## config.mk

```make
export PLATFORM = sky130hd
export DESIGN_NAME = log2_sched
export DESIGN_NICKNAME = d
export VERILOG_FILES = /design/src/rtl/log2_sched_pkg.sv /design/src/rtl/log2_iter_engine.sv /design/src/rtl/log2_sched.sv
export SDC_FILE = /design/constraint.sdc
export NUM_CORES = 1
export LEC_CHECK = 0
export CAP_MARGIN = 20
export CORE_MARGIN = 2
export CORE_UTILIZATION = 48
export CTS_CLUSTER_DIAMETER = 80
export DETAILED_ROUTE_END_ITERATION = 16
export GPL_ROUTABILITY_DRIVEN = 0
export PLACE_DENSITY_LB_ADDON = 0.1
export RECOVER_POWER = 50
export SLEW_MARGIN = 20
export SYNTH_ARGS = -nofsm -noshare
export SYNTH_HDL_FRONTEND = slang
export SYNTH_SLANG_ARGS = --single-unit
```

## constraint.sdc

```tcl
create_clock -name clk -period 3.1 [get_ports clk]
set_input_delay 0.62 -clock clk [delete_from_list [all_inputs] [get_ports clk]]
set_output_delay 0.62 -clock clk [all_outputs]
set_load 0.02 [all_outputs]
```

## src/rtl/log2_sched_pkg.sv

```systemverilog
// Shared types and the round-robin pick function for the log2 scheduler.
package log2_sched_pkg;

  localparam int unsigned MAX_NREQ = 16;
  localparam int unsigned PTRW     = 4;

  typedef enum logic [1:0] {IDLE, CALC, RESP} state_t;

  // First valid requester at or after ptr, wrapping modulo nreq; returns ptr when none are valid.
  function automatic logic [PTRW-1:0] rr_pick(input logic [MAX_NREQ-1:0] valid,
                                              input logic [PTRW-1:0]     ptr,
                                              input int unsigned         nreq);
    logic        found;
    int unsigned j;
    rr_pick = ptr;
    found   = 1'b0;
    for (int unsigned i = 0; i < MAX_NREQ; i++) begin
      j = (32'(ptr) + i) % nreq;
      if (!found && i < nreq && valid[j[PTRW-1:0]]) begin
        rr_pick = j[PTRW-1:0];
        found   = 1'b1;
      end
    end
  endfunction

endpackage

```

## src/rtl/log2_iter_engine.sv

```systemverilog
// Floor-log2 engine: MSB-down bit scan, or a one-cycle priority encoder when
// LOG2_SCHED_FASTPATH_EN is defined. Operand must stay stable while busy.
module log2_iter_engine #(
  parameter int unsigned N = 8,
  parameter int unsigned M = 3
) (
  input  logic         clk,
  input  logic         rst,
  input  logic         start,
  input  logic [N-1:0] operand,
  output logic         done,
  output logic [M-1:0] result,
  output logic         zero
);

  logic busy;

  assign zero = (operand == '0);

`ifdef LOG2_SCHED_FASTPATH_EN
  always_comb begin
    result = '0;
    for (int unsigned i = 0; i < N; i++) begin
      if (operand[i]) result = M'(i);
    end
  end

  assign done = busy;

  always_ff @(posedge clk) begin
    if (rst)        busy <= 1'b0;
    else if (start) busy <= 1'b1;
    else if (done)  busy <= 1'b0;
  end
`else
  logic [M-1:0] idx;

  // A zero operand runs down to index 0 and reports 0.
  assign done   = busy && (operand[idx] || idx == '0);
  assign result = idx;

  always_ff @(posedge clk) begin
    if (rst) begin
      busy <= 1'b0;
      idx  <= '0;
    end else if (start) begin
      busy <= 1'b1;
      idx  <= M'(N - 1);
    end else if (busy) begin
      if (done) busy <= 1'b0;
      else      idx  <= idx - M'(1);
    end
  end
`endif

endmodule

```

## src/rtl/log2_sched.sv

```systemverilog
// Round-robin scheduler sharing one floor-log2 engine among NREQ requesters.
// Optional LOG2_SCHED_FASTPATH_EN selects a single-cycle engine.
module log2_sched
  import log2_sched_pkg::*;
#(
  parameter  int unsigned NREQ = 4,
  parameter  int unsigned N    = 8,
  parameter  int unsigned M    = 3,
  localparam int unsigned IDW  = $clog2(NREQ)
) (
  input  logic              clk,
  input  logic              rst,
  input  logic [NREQ-1:0]   req_valid,
  input  logic [NREQ*N-1:0] req_value,
  output logic [NREQ-1:0]   req_ready,
  output logic              rsp_valid,
  input  logic              rsp_ready,
  output logic [IDW-1:0]    rsp_id,
  output logic [M-1:0]      rsp_result,
  output logic              rsp_exact,
  output logic              rsp_zero
);

  if (NREQ < 2 || NREQ > MAX_NREQ) begin : g_bad_nreq
    $error("log2_sched: NREQ must be in 2..16");
  end
  if (M != $clog2(N)) begin : g_bad_m
    $error("log2_sched: M must equal $clog2(N)");
  end

  state_t         state;
  logic [IDW-1:0] ptr;
  logic [N-1:0]   op_q;
  logic [IDW-1:0] win;
  logic [N-1:0]   sel_op;
  logic           any_valid;
  logic           accept;
  logic           eng_done;
  logic [M-1:0]   eng_result;
  logic           eng_zero;

  // Combinational arbitration; grant only offered while idle and out of reset.
  always_comb begin
    win       = IDW'(rr_pick(MAX_NREQ'(req_valid), PTRW'(ptr), NREQ));
    any_valid = |req_valid;
    accept    = (state == IDLE) && any_valid && !rst;
    req_ready = '0;
    if (accept) req_ready[win] = 1'b1;
    sel_op = '0;
    for (int unsigned i = 0; i < NREQ; i++) begin
      if (win == IDW'(i)) sel_op = req_value[i*N +: N];
    end
  end

  log2_iter_engine #(.N(N), .M(M)) u_engine (
    .clk     (clk),
    .rst     (rst),
    .start   (accept),
    .operand (op_q),
    .done    (eng_done),
    .result  (eng_result),
    .zero    (eng_zero)
  );

  always_ff @(posedge clk) begin
    if (rst) begin
      state      <= IDLE;
      ptr        <= '0;
      op_q       <= '0;
      rsp_valid  <= 1'b0;
      rsp_id     <= '0;
      rsp_result <= '0;
      rsp_exact  <= 1'b0;
      rsp_zero   <= 1'b0;
    end else begin
      case (state)
        IDLE: begin
          if (accept) begin
            op_q   <= sel_op;
            rsp_id <= win;
            ptr    <= (win == IDW'(NREQ - 1)) ? '0 : win + IDW'(1);
            state  <= CALC;
          end
        end
        CALC: begin
          if (eng_done) begin
            rsp_result <= eng_result;
            rsp_zero   <= eng_zero;
            rsp_exact  <= !eng_zero && (op_q == (N'(1) << eng_result));
            rsp_valid  <= 1'b1;
            state      <= RESP;
          end
        end
        RESP: begin
          if (rsp_ready) begin
            rsp_valid <= 1'b0;
            state     <= IDLE;
          end
        end
        default: state <= IDLE;
      endcase
    end
  end

endmodule

```

# After elaboration in Yosys (flattened, before gate mapping)
# Cells that the tools add are included.
[totals] input_bits=39 mem_bits_rw=0 elab_cells=96 memories=0 regBits=24 latchBits=0 rom_bits=0
[classes] order_cmp=7 n_bitwise=0 n_shift=1 n_addsub=5 eq_ne=10 mul=0 div=0 n_mux=37 reduce_logical=26
[ops] op="$mux 8" count=4
[ops] op="$lt 2x5->1 const B" count=4
[ops] op="$mux 1" count=14
[ops] op="$mux 2" count=7
[ops] op="$mux 3" count=3
[ops] op="$bmux 1 s2" count=4
[ops] op="$eq 8x8->1" count=1
[ops] op="$logic_and 1x1->1" count=8
[ops] op="$logic_not 8->1" count=1
[ops] op="$ne 2x2->1 const B" count=4
[ops] op="$shl 1x3->8 const A" count=1
[ops] op="$eq 2x2->1 const B" count=3
[ops] op="$pmux 2 s3" count=1
[ops] op="$reduce_and 2->1" count=3
[ops] op="$reduce_and 3->1" count=2
[ops] op="$logic_not 1->1" count=5
[ops] op="$add 2x1->2 const B" count=2
[ops] op="$add 2x2->2 const B" count=2
[ops] op="$eq 2x1->1 const B" count=2
[ops] op="$logic_not 2->1" count=2
[ops] op="$lt 3x4->1 const B" count=1
[ops] op="$mux 4" count=1
[ops] op="$reduce_bool 2->1" count=2
[ops] op="$reduce_or 4->1" count=1
[ops] op="8 further kinds" count=8

# Logic depth before layout (Yosys ltp)
# Gate-level depths: netlist of the first run.
[depth] word_depth=17 ltp_mapped=10 depth_no_buf=9

# Modules after synthesis
# A second synthesis of the first run with hierarchy kept.
[hier_totals] hier_cells=202 area_unflattened_um2=1616.6
[modules_own_cells] mod="log2_sched" area_each_um2=1317.5 n_inst=1 seq_area_each_um2=400.4 cells_each=169
[modules_own_cells] mod="log2_iter_engine" area_each_um2=299.0 n_inst=1 seq_area_each_um2=80.1 cells_each=33

# Worst setup path before layout of the first run
# No wires, ideal clock.
[synth_timing] path_kind="input -> output" start="input req_valid[2]" end="output req_ready[3]" stages=8 slack_ps=126 arrival_ps=2354 path_buffers=2 cell_sequence="nor2b_1 o21a_1 or3_1 inv_1 ha_1 clkbuf_1 clkbuf_1 and3_1"
[synth_between] elab_chain_cells=17 elab_cells_between_ends=29 cone_classes="2 x order compare; 17 x mux; 10 x reduce/logical"
[synth_lines] item="from (decl)" line_no="log2_sched.sv:13" source="input logic [NREQ-1:0] req_valid,"
[synth_lines] item="$bmux 1 s2" line_no="log2_sched_pkg.sv:19" source="if (!found && i < nreq && valid[j[PTRW-1:0]]) begin"
[synth_lines] item="$mux 1 (implied by the code)" line_no="log2_sched_pkg.sv:19"
[synth_lines] item="$mux 1" line_no="log2_sched_pkg.sv:19"
[synth_lines] item="$logic_not 1->1" line_no="log2_sched_pkg.sv:19"
[synth_lines] item="$logic_and 1x1->1" line_no="log2_sched_pkg.sv:19"
[synth_lines] item="$mux 1" line_no="log2_sched_pkg.sv:19"
[synth_lines] item="$logic_not 1->1" line_no="log2_sched_pkg.sv:19"
[synth_lines] item="$logic_and 1x1->1" line_no="log2_sched_pkg.sv:19"
[synth_lines] item="[2 not listed]"
[synth_lines] item="$logic_and 1x1->1" line_no="log2_sched_pkg.sv:19"
[synth_lines] item="$mux 2 *" line_no="log2_sched_pkg.sv:19"
[synth_lines] item="named net win[0]" line_no="log2_sched.sv:34" source="logic [IDW-1:0] win;"
[synth_lines] item="$lt 2x3->1 (implied by the code) or $ge 2x1->1 (tied branches)" line_no="log2_sched.sv:48" source="if (accept) req_ready[win] = 1'b1;"
[synth_lines] item="$logic_and 1x1->1 (implied by the code)" line_no="log2_sched.sv:48"
[synth_lines] item="$mux 1 (implied by the code)" line_no="log2_sched.sv:48"
[synth_lines] item="$demux 1 s2 *" line_no="log2_sched.sv:48"
[synth_lines] item="$mux 4 *" line_no="log2_sched.sv:48"
[synth_lines] item="to (decl)" line_no="log2_sched.sv:15" source="output logic [NREQ-1:0] req_ready,"
# Mark *: on every way through the listed nets, which the timed path passes. The rest lies on a longest branch. The select of a mux whose other input is x is not followed.

# Final worst setup path of the first run
[layout_timing] start="input req_valid[3]" end="output req_ready[0]"
[layout_between] elab_chain_cells=17 elab_cells_between_ends=29 cone_classes="2 x order compare; 17 x mux; 10 x reduce/logical"
[layout_lines] item="$bmux 1 s2" line_no="log2_sched_pkg.sv:19"
[layout_lines] item="$mux 1 (implied by the code)" line_no="log2_sched_pkg.sv:19"
[layout_lines] item="$mux 1" line_no="log2_sched_pkg.sv:19"
[layout_lines] item="$logic_not 1->1" line_no="log2_sched_pkg.sv:19"
[layout_lines] item="$logic_and 1x1->1" line_no="log2_sched_pkg.sv:19"
[layout_lines] item="$mux 1" line_no="log2_sched_pkg.sv:19"
[layout_lines] item="$logic_not 1->1" line_no="log2_sched_pkg.sv:19"
[layout_lines] item="$logic_and 1x1->1" line_no="log2_sched_pkg.sv:19"
[layout_lines] item="$mux 1" line_no="log2_sched_pkg.sv:19"
[layout_lines] item="$logic_not 1->1" line_no="log2_sched_pkg.sv:19"
[layout_lines] item="$logic_and 1x1->1" line_no="log2_sched_pkg.sv:19"
[layout_lines] item="$mux 2" line_no="log2_sched_pkg.sv:19"
[layout_lines] item="$lt 2x3->1 (implied by the code) or $ge 2x1->1 (tied branches)" line_no="log2_sched.sv:48"
[layout_lines] item="$logic_and 1x1->1 (implied by the code)" line_no="log2_sched.sv:48"
[layout_lines] item="$mux 1 (implied by the code)" line_no="log2_sched.sv:48"
[layout_lines] item="$demux 1 s2" line_no="log2_sched.sv:48"
[layout_lines] item="$mux 4 *" line_no="log2_sched.sv:48"
# Every way passes the cells marked *; elsewhere a longest branch is shown, timed or not. The select of a mux whose other input is x is not followed.

==> results of run 1 <==
==> sequential cells by signal, summed over array words and instances (netlist names) <==
register,cells
op_q,8
rsp_result,3
u_engine.result,3
ptr,2
rsp_id,2
state,2
rsp_exact,1
rsp_valid,1
rsp_zero,1
u_engine.busy,1
==> worst max path at each step <==
stage | depth (start not counted) | endpoint
after floorplan | 8 | req_ready[3]
after global placement | 8 | req_ready[0]
after detailed placement | 8 | req_ready[0]
after CTS | 8 | req_ready[2]
after global routing | 8 | req_ready[0]
final | 8 | req_ready[0]
==> routing by layer <==
metal / wire, µm / track usage
met5: 0 / 0
met4: 31 / 0.03457
met3: 177 / 0.04225
met2: 1966 / 0.3568
met1: 2193 / 0.3467
==> per-stage QoR <==
| stage | total power, µW | util | setup WS, ns | hold slack (ns) | setup TNS (ns) |
|---|---|---|---|---|---|
| final | 1298 | 0.6989 | 0.09953 | 0.4630 | 0 |
| after global routing | 1401 | 0.6989 | 0.02100 | 0.5049 | 0 |
| after CTS | 1314 | 0.7077 | 0.007675 | 0.4677 | 0 |
| after detailed placement | 1087 | 0.6916 | -0.3709 | 0.4482 | -3.301 |
| after global placement | 1081 | 0.6916 | -0.3453 | 0.4442 | -2.865 |
| after floorplan | 875.0 | - | 0.1262 | 0.4580 | 0 |
==> report_power, final <==
part / total, µW / internal (µW) / switching (µW)
registers: 447 / 362 / 85.5
logic: 621 / 307 / 313
clock network: 230 / 131 / 99.1
==> worst max-delay path, cell delays in order <==
cell and delay, ns:
clkdlybuf4s50_1 0.53, nor2b_1 0.07, o21a_1 0.18, or3_4 0.38
buf_4 0.14, ha_1 0.17, and3_1 0.14, buf_2 0.15
==> cell usage in the layout, fill, tap and decap left out, types with 2 or more instances in the layout <==
cell / synthesis / final
o21ai_0: 2 / 2
nor3b_1: 2 / 2
dfxtp_1: 24 / 24
a211oi_1: 10 / 10
dlygate4sd3_1: 0 / 8
nor2_1: 12 / 12
clkdlybuf4s50_1: 0 / 37
clkbuf_4: 0 / 3
nand3_1: 4 / 4
a22oi_1: 1 / 2
buf_4: 2 / 15
a221oi_1: 7 / 7
nor4b_1: 1 / 2
buf_2: 5 / 3
o31ai_1: 2 / 2
inv_1: 14 / 14
nand2_1: 15 / 15
clkbuf_1: 8 / 2
mux2i_1: 9 / 9
nor2b_1: 8 / 7
a21oi_1: 19 / 18
ha_1: 9 / 9
nor3_1: 6 / 6
and3_1: 4 / 4
or2_2: 2 / 2
a211o_1: 7 / 7
nor4_1: 3 / 4
a2111oi_0: 2 / 2
nand2b_1: 2 / 2
==> cell families after synthesis <==
logic type	after synthesis
buffers and inverters	29
AOI/OAI and AO/OA	69
muxes	9
and+or+nand+nor	72
DFF	24
adders and majority gates	9
==> layout make-up <==
cell class | instances | area share
Multi-Input combinational cell | 159 | 0.4796
Timing Repair Buffer | 67 | 0.2510
Sequential cell | 24 | 0.2013
Tap cell | 46 | 0.02411
Inverter | 14 | 0.02201
Clock inverter | 1 | 0.01258
Clock buffer | 3 | 0.009434
==> results.cfg, run 1 <==
[synth]
async_flop_share = 0
synthCells = 212
synth-edff-count = 0
synthTopCellsByCount = dfxtp_1, a21oi_1, nand2_1
ys_ff_latch = 24
yosys.area_share.simple = 0.2378
syn_avg_cell_area_um2 = 8.239
synth_most_common_cell = dfxtp_1
synthFlopType = dfxtp_1
synth_mux_area_frac = 0.05158
synth_compound_area_frac = 0.3009
synthXorXnorAreaFrac = 0
yosysWarnings = 0
synth.area.top_cells = dfxtp_1, ha_1, a21oi_1, mux2i_1, a211oi_1
synth_top_family_by_area = compound AO/OA/AOI/OAI gates
synth_top_area_cell = dfxtp_1
yosysTopAreaCellShare = 0.2751
synth_area_um2 = 1747
seq_area_frac_synth = 0.2751
syn-num-nets = 260
synthAdderAreaFrac = 0.06447
synth_cell_types = 54

[final_layout]
n_fill_cell = 296
final_cells = 314
layout-drive-gt1-share = 0.1343
regArea_um2 = 480.5
multi_input_area_um2 = 1145
num_antenna_cells = 0
area_growth_pct = 36.68
design_area_um2 = 2387
finalNetCount = 317

[worst_setup_path]
crit_path_end_kind = primary output
rr_startpoint = ptr[1]
cp.arrival_ns = 2.38
startpoint = req_valid[3]
reg2regPathDepth = 10
r2r-end = op_q[2]
critPathRequiredTime_ns = 2.48
crit_type = in -> out
r2r_slack_ns = 0.62
start_kind = input pin
critPathMaxFanout = 4

[worst_hold_path]
min_path_cells = 2
hold_end = rsp_result[1]
hold_start = rsp_result[1]
min_path_type = reg -> reg

[flow_run]
maxCapViolations = 0

[drt]
vias = 1778
firstDrtPassIters = 4
drt_first_iter_violations = 122
vias_per_cell = 5.662
wire_per_inst_um = 13.91
drc = 0
wl_um = 4368
ant_nets = 0

[timing]
worstMarginPinSlew_ns = 0.8310
setup_viol = 0
drv_slew = 0
final_hold_viol_count = 0
rsz0062_at_grt = no
maxSlewHeadroom = 0.4382
fin_crit_sh = 0.9679
maxClockFrequency_mhz = 333.3
finalCriticalPeriod_ns = 3.000
final.setup_skew_ns = 0.01225

[floorplan]
initial_core_util = 0.5114
die_w_um = 64.33
rows = 21
die_y_um = 64.33
core-area_um2 = 3416
design.die.area_um2 = 4138
ioPinCount = 51

[clock_network]
clockRootBuffer = clkbuf_4
worstSkewPairLatency_ns = 0.32
ctsHoldBuffers = 0
h-tree-depth = 1
cts_buffers = 3
max-clock-path-buffers = 2
post_cts_resize_count = 14
cts_tree = yes
postCtsSetupBuffers = 0
clkTransAtPathRegs_ns = 0.15
cts_sinks = 24

[pwr]
p_per_area_nw_per_um2 = 543.7
peakVddDrop_mv = 0.2688
p_leak_uw = 0.001008

[grt]
grt_pass1_wl_um = 7948
antenna_found_initial = 0
grt_pass1_vias = 1719
grt_util_all_layers = 0.2331
overflow = 0
grt_max_degree = 20

[place]
placed_area_um2 = 2362
placedCellCount = 310
port_buffers = 50
dp_hpwl_um = 3323

[status]
status = complete, no violations
Power figures use the tool's default switching activity.
==> run 2, diff against run 1 <==
--- a/config.mk
+++ b/config.mk
@@ -12,8 +12,9 @@
 export DETAILED_ROUTE_END_ITERATION = 16
 export GPL_ROUTABILITY_DRIVEN = 0
 export PLACE_DENSITY_LB_ADDON = 0.1
-export RECOVER_POWER = 50
+export RECOVER_POWER = 100
 export SLEW_MARGIN = 20
 export SYNTH_ARGS = -nofsm -noshare
 export SYNTH_HDL_FRONTEND = slang
 export SYNTH_SLANG_ARGS = --single-unit
+export TNS_END_PERCENT = 100
==> run 2 against run 1 <==
  * Setup slack gained 0.00086 ns
  * Final cell count is the same
  * Clock power is essentially flat
  * Wire length grew 0.14%
  * Critical path depth is the same
  * Combinational power is essentially flat
  * Non-clock buffer count is the same
  * Count of clock-buffer cells in the layout is the same
  * Worst hold slack is essentially flat
  * Utilization shrank 0.22 points
  * Total power shrank 0.19%
  * Maximum frequency is essentially flat
==> results.cfg, run 2 (synthesis results as in run 1) <==
[place]
port_buffers = 50
dp_hpwl_um = 3323
placed_area_um2 = 2362
placedCellCount = 310

[floorplan]
die_y_um = 64.33
die_w_um = 64.33
core-area_um2 = 3416
initial_core_util = 0.5114
ioPinCount = 51
rows = 21
design.die.area_um2 = 4138

[clock_network]
cts_sinks = 24
clockRootBuffer = clkbuf_4
post_cts_resize_count = 14
worstSkewPairLatency_ns = 0.32
cts_buffers = 3
ctsHoldBuffers = 0
h-tree-depth = 1
clkTransAtPathRegs_ns = 0.15
max-clock-path-buffers = 2
postCtsSetupBuffers = 0
cts_tree = yes

[timing]
tns_ns = 0
final_hold_viol_count = 0
maxClockFrequency_mhz = 333.4
maxSlewHeadroom = 0.4389
rsz0062_at_grt = no
fin_crit_sh = 0.9676
fin_hold_ws_ns = 0.4629
worstMarginPinSlew_ns = 0.8300
drv_slew = 0
finalCriticalPeriod_ns = 3.000
final.setup_skew_ns = 0.01179
setup_viol = 0

[final_layout]
layout-drive-gt1-share = 0.1269
top_register = op_q
num_antenna_cells = 0
post-route-util = 0.6967
finalNetCount = 317
final_cells = 314
layout_commonest_cell = clkdlybuf4s50_1
design_area_um2 = 2380
final_cell_mix = clkdlybuf4s50_1, dfxtp_1, a21oi_1
largest_reg_flops = 8
area_growth_pct = 36.25

[worst_setup_path]
crit_type = in -> out
reg2regPathDepth = 10
crit_path_end_kind = primary output
r2r-end = op_q[2]
cp.arrival_ns = 2.38
start_kind = input pin
critPathRequiredTime_ns = 2.48
rr_startpoint = ptr[1]
r2r_slack_ns = 0.62
critPathMaxFanout = 4

[worst_hold_path]
min_path_type = reg -> reg
min_path_cells = 2
hold_end = rsp_result[1]
hold_start = rsp_result[1]

[grt]
grt_pass1_vias = 1719
grt_max_degree = 20
grt_util_all_layers = 0.2331
overflow = 0
antenna_found_initial = 0
grt_pass1_wl_um = 7948

[pwr]
p_per_area_nw_per_um2 = 544.4
peakVddDrop_mv = 0.2609
p_leak_uw = 0.0009987

[drt]
vias = 1767
drt_first_iter_violations = 118
firstDrtPassIters = 4
wl_um = 4374
drc = 0
vias_per_cell = 5.627
wire_per_inst_um = 13.93
ant_nets = 0

[status]
status = complete, no violations

[flow_run]
maxCapViolations = 0
-- run 2: worst max-delay path, stage by stage --
cell and delay [ns]:
clkdlybuf4s50_1 0.53, nor2b_1 0.07, o21a_1 0.18, or3_4 0.38
buf_4 0.14, ha_1 0.17, and3_1 0.14, buf_2 0.15
-- run 2: worst max path at each step --
stage,cells past startpoint,slack (ns),from,end
5_1_grt,8,0.02,req_valid[3],req_ready[0]
4_1_cts,8,0.008,req_valid[2],req_ready[2]
2_1_floorplan,8,0.13,req_valid[2],req_ready[3]
3_5_place_dp,8,-0.37,req_valid[0],req_ready[0]
3_3_place_gp,8,-0.35,req_valid[0],req_ready[0]
6_report,8,0.10,req_valid[3],req_ready[0]
-- run 2: cell type report --
type,count,area [µm²]
multi-input cells,159,1145
fillers,298,1036
repair buffers,67,591.8
flip-flops and latches,24,480.5
well taps,46,57.56
inverters,14,52.55
clock inverters,1,30.03
clock buffers,3,22.52
-- run 2: metrics by stage --
stage | total power, µW | setup slack (ns)
final | 1295 | 0.1004
after global routing | 1398 | 0.02100
after CTS | 1314 | 0.007675
after detailed placement | 1087 | -0.3709
after global placement | 1081 | -0.3453
after floorplan | 875.0 | 0.1262
-- run 2: metal layers --
| metal | vias up | GRT usage | routed length (µm) |
|---|---|---|---|
| met5 | - | 0 | 0 |
| met4 | 0 | 0.03457 | 18 |
| met3 | 2 | 0.04225 | 181 |
| met2 | 40 | 0.3568 | 1972 |
| met1 | 815 | 0.3467 | 2201 |
| li1 | 910 | - | - |
-- run 2: report_power, final --
part	total, µW	switching (µW)	internal, µW
Combinational	619	314	305
Clock	229	98.9	131
Sequential	447	85.5	362
Total	1300	498	797
==> RTL edit: new RTL, settings of run 2 <==
The package constant `MAX_NREQ` goes from 16 to 15.
--- a/src/rtl/log2_sched_pkg.sv
+++ b/src/rtl/log2_sched_pkg.sv
@@ -3,3 +3,3 @@
 
-  localparam int unsigned MAX_NREQ = 16;
+  localparam int unsigned MAX_NREQ = 15;
   localparam int unsigned PTRW     = 4;
Function: kept (Yosys induction, for registers that start in step).
==> RTL edit against run 2 <==
- utilization rose by 0.95 points
- worst setup slack got worse by 0.079 ns
- synthesized area rose by 0.57%
- critical path type unchanged
- final area rose by 1.4%
- sequential cell count did not move
- first-iteration DRC count fell by 13%
- highest routed layer unchanged
- non-clock buffer count fell by 1
- wire length rose by 4.0%
- fmax fell by 2.6%
- power fell by 1.2%
- register-to-register slack improved by 0.04 ns
- hold slack improved by 0.0031 ns
- clock skew fell by 0.0017 ns
==> RTL edit: results (changes against run 2) <==
| Metric | Value |
|---|---|
| Number of enable flip-flop cells after synthesis | `0 (unchanged)` |
| Most frequent cells after synthesis | `24 x sky130_fd_sc_hd__dfxtp_1, 20 x sky130_fd_sc_hd__a21oi_1, 17 x sky130_fd_sc_hd__inv_1, 15 x sky130_fd_sc_hd__nand2_1, 11 x sky130_fd_sc_hd__a221oi_1` |
| Max FFs per register | `8 (unchanged)` |
| Static leakage | `1.01 nW (+1.4%)` |
| Number of synthesis warnings | `0 (unchanged)` |
| Later-pin clock latency in the skew report | `0.32 ns (about the same)` |
| Pin count of the biggest net entering global routing | `21 (+5.0%)` |
| Port Buffer Count | `50 (unchanged)` |
| Post-synth cell types | `54 (unchanged)` |
| Routed via count divided by cell count | `5.64 (+0.15%)` |
| First-pass GRT wire length | `7960 um (about the same)` |
| Worst hold path startpoint | `rsp_result[1]` |
| Worst path arrival time | `2.46 ns (+0.08 ns)` |
| Asr flop ratio synth | `0 (unchanged)` |
| Nets | `319 (+0.63%)` |
| Clk Tree Root Cell | `sky130_fd_sc_hd__clkbuf_4` |
| Largest fanout on the critical path | `4 (unchanged)` |
| Fill cell count | `303 (+1.7%)` |
| Total congestion overflow after global routing | `0 (unchanged)` |
| Hold path depth | `2 (unchanged)` |
| Number of diodes | `0 (unchanged)` |
| Via count of the first global-routing pass | `1662 (-3.3%)` |
| Final Max Tran Viols | `0 (unchanged)` |
| Worst setup path startpoint | `req_valid[2]` |
| Number of instances in the synthesized netlist | `213 (+0.47%)` |
| Worst reg2reg path startpoint | `u_engine.result[0]` |
| Synthesized netlist net count | `261 (+0.38%)` |
| DRT Pass-1 Iters | `4 (unchanged)` |
| Worst min-delay path category | `reg -> reg` |
| Number of H-tree branching levels | `1 (unchanged)` |
| Worst Clk Skew | `0.0101 ns (-0.00165 ns)` |
| Clock-pin slew on the worst setup and hold paths | `between 0.1 and 0.15 ns` |
| Number of buffers created by CTS | `3 (unchanged)` |
| Detailed-route via count | `1781 (+0.79%)` |
| Main area contributors after synthesis | `sky130_fd_sc_hd__dfxtp_1 27%, sky130_fd_sc_hd__ha_1 6.4%, sky130_fd_sc_hd__a21oi_1 5.7%` |
| IR drop worst, VDD | `0.247 mV (-5.5%)` |
| Global-route total usage across every layer | `0.238 (+0.00493)` |
| Dpl cells | `312 (+0.65%)` |
| Relative slew slack | `0.599 (+0.160)` |
| Synth-to-Final Area Change | `37.3%` |
| Number of buffers on the longest clock path | `2 (unchanged)` |
| Status | `finished, final reports clean` |
| Initial antenna violation count | `0 (unchanged)` |
| Proportion of layout cells with a drive suffix above 1 | `0.144 (+0.0176)` |
| Sequential element share of the synthesized area | `0.274 (-0.00157)` |
| Path depth of the worst reg2reg path | `6 (-4)` |
| Placed cell areas | `2380 sq um (+0.74%)` |
| Final WL | `4550 um (+4.0%)` |
| Worst setup slack before clock tree synthesis | `-0.393 ns (-0.0217 ns)` |
| Number of DRC markers in iteration 0 | `103 (-13%)` |
| DPL Wire Length | `3410 um (+2.7%)` |
| Register ranked first by flip-flop count | `op_q` |
-- RTL edit: changes by cell type after synthesis, sizes merged, moves of 3 or more --
cell | run 2 | this run
a221oi | 7 | 11
a22oi | 3 | 0
buf | 7 | 3
inv | 14 | 17
mux2 | 0 | 4
mux2i | 9 | 4
nand2b | 2 | 5
nand3 | 4 | 1
nor3 | 6 | 3
xnor2 | 0 | 3
-- RTL edit: critical path, cell delays in order --
cell	delay [ns]
sky130_fd_sc_hd__clkdlybuf4s50_1	0.41
sky130_fd_sc_hd__buf_4	0.16
sky130_fd_sc_hd__o21bai_1	0.20
sky130_fd_sc_hd__a21oi_2	0.10
sky130_fd_sc_hd__or3_4	0.36
sky130_fd_sc_hd__ha_1	0.20
sky130_fd_sc_hd__and3_1	0.16
sky130_fd_sc_hd__clkdlybuf4s15_2	0.25
-- RTL edit: logic make-up after synthesis --
kind of cell,share of synthesized area
AOI/OAI and AO/OA,0.306
xor gates and xnor gates,0.0199
adders and majority gates,0.0641
buffers and inverters,0.0677
DFF,0.274
muxes,0.0484
and+or+nand+nor,0.221
-- RTL edit: worst paths after layout --
path / end / slack [ns]
setup reg to reg: u_engine.result[2] / 0.66
hold / removal: rsp_result[1] / 0.47
hold reg to reg: rsp_result[1] / 0.47
setup / recovery: req_ready[2] / 0.02
-- RTL edit: metal layers --
| metal | global-route usage | wire length (um) |
|---|---|---|
| met2 | 0.393 | 2110 |
| met3 | 0.0417 | 198 |
| met1 | 0.337 | 2220 |
| met5 | 0 | 0 |
| met4 | 0.0239 | 19 |
-- RTL edit: final cells by class --
cell class | instances | share of cell area
timing repair buffer | 66 | 0.253
sequential | 24 | 0.199
clock buffer | 4 | 0.0150
tap | 46 | 0.0239
inverter | 17 | 0.0265
multi-input combinational | 159 | 0.482
-- RTL edit: report_power, final --
part	total (mW)	switching [mW]	internal, mW
clock	0.166	0.0947	0.0718
combinational	0.670	0.337	0.333
sequential	0.444	0.0822	0.362
total	1.28	0.513	0.767
-- RTL edit: what timing repair did --
action / in CTS / in global routing
hold buffers: 0 / 0
endpoints found under the setup margin: 4 / 4
endpoints found under the hold margin: 0 / 0
gates resized for setup: 14 / 6
pin swaps: 1 / 1
buffers inserted: 0 / 0
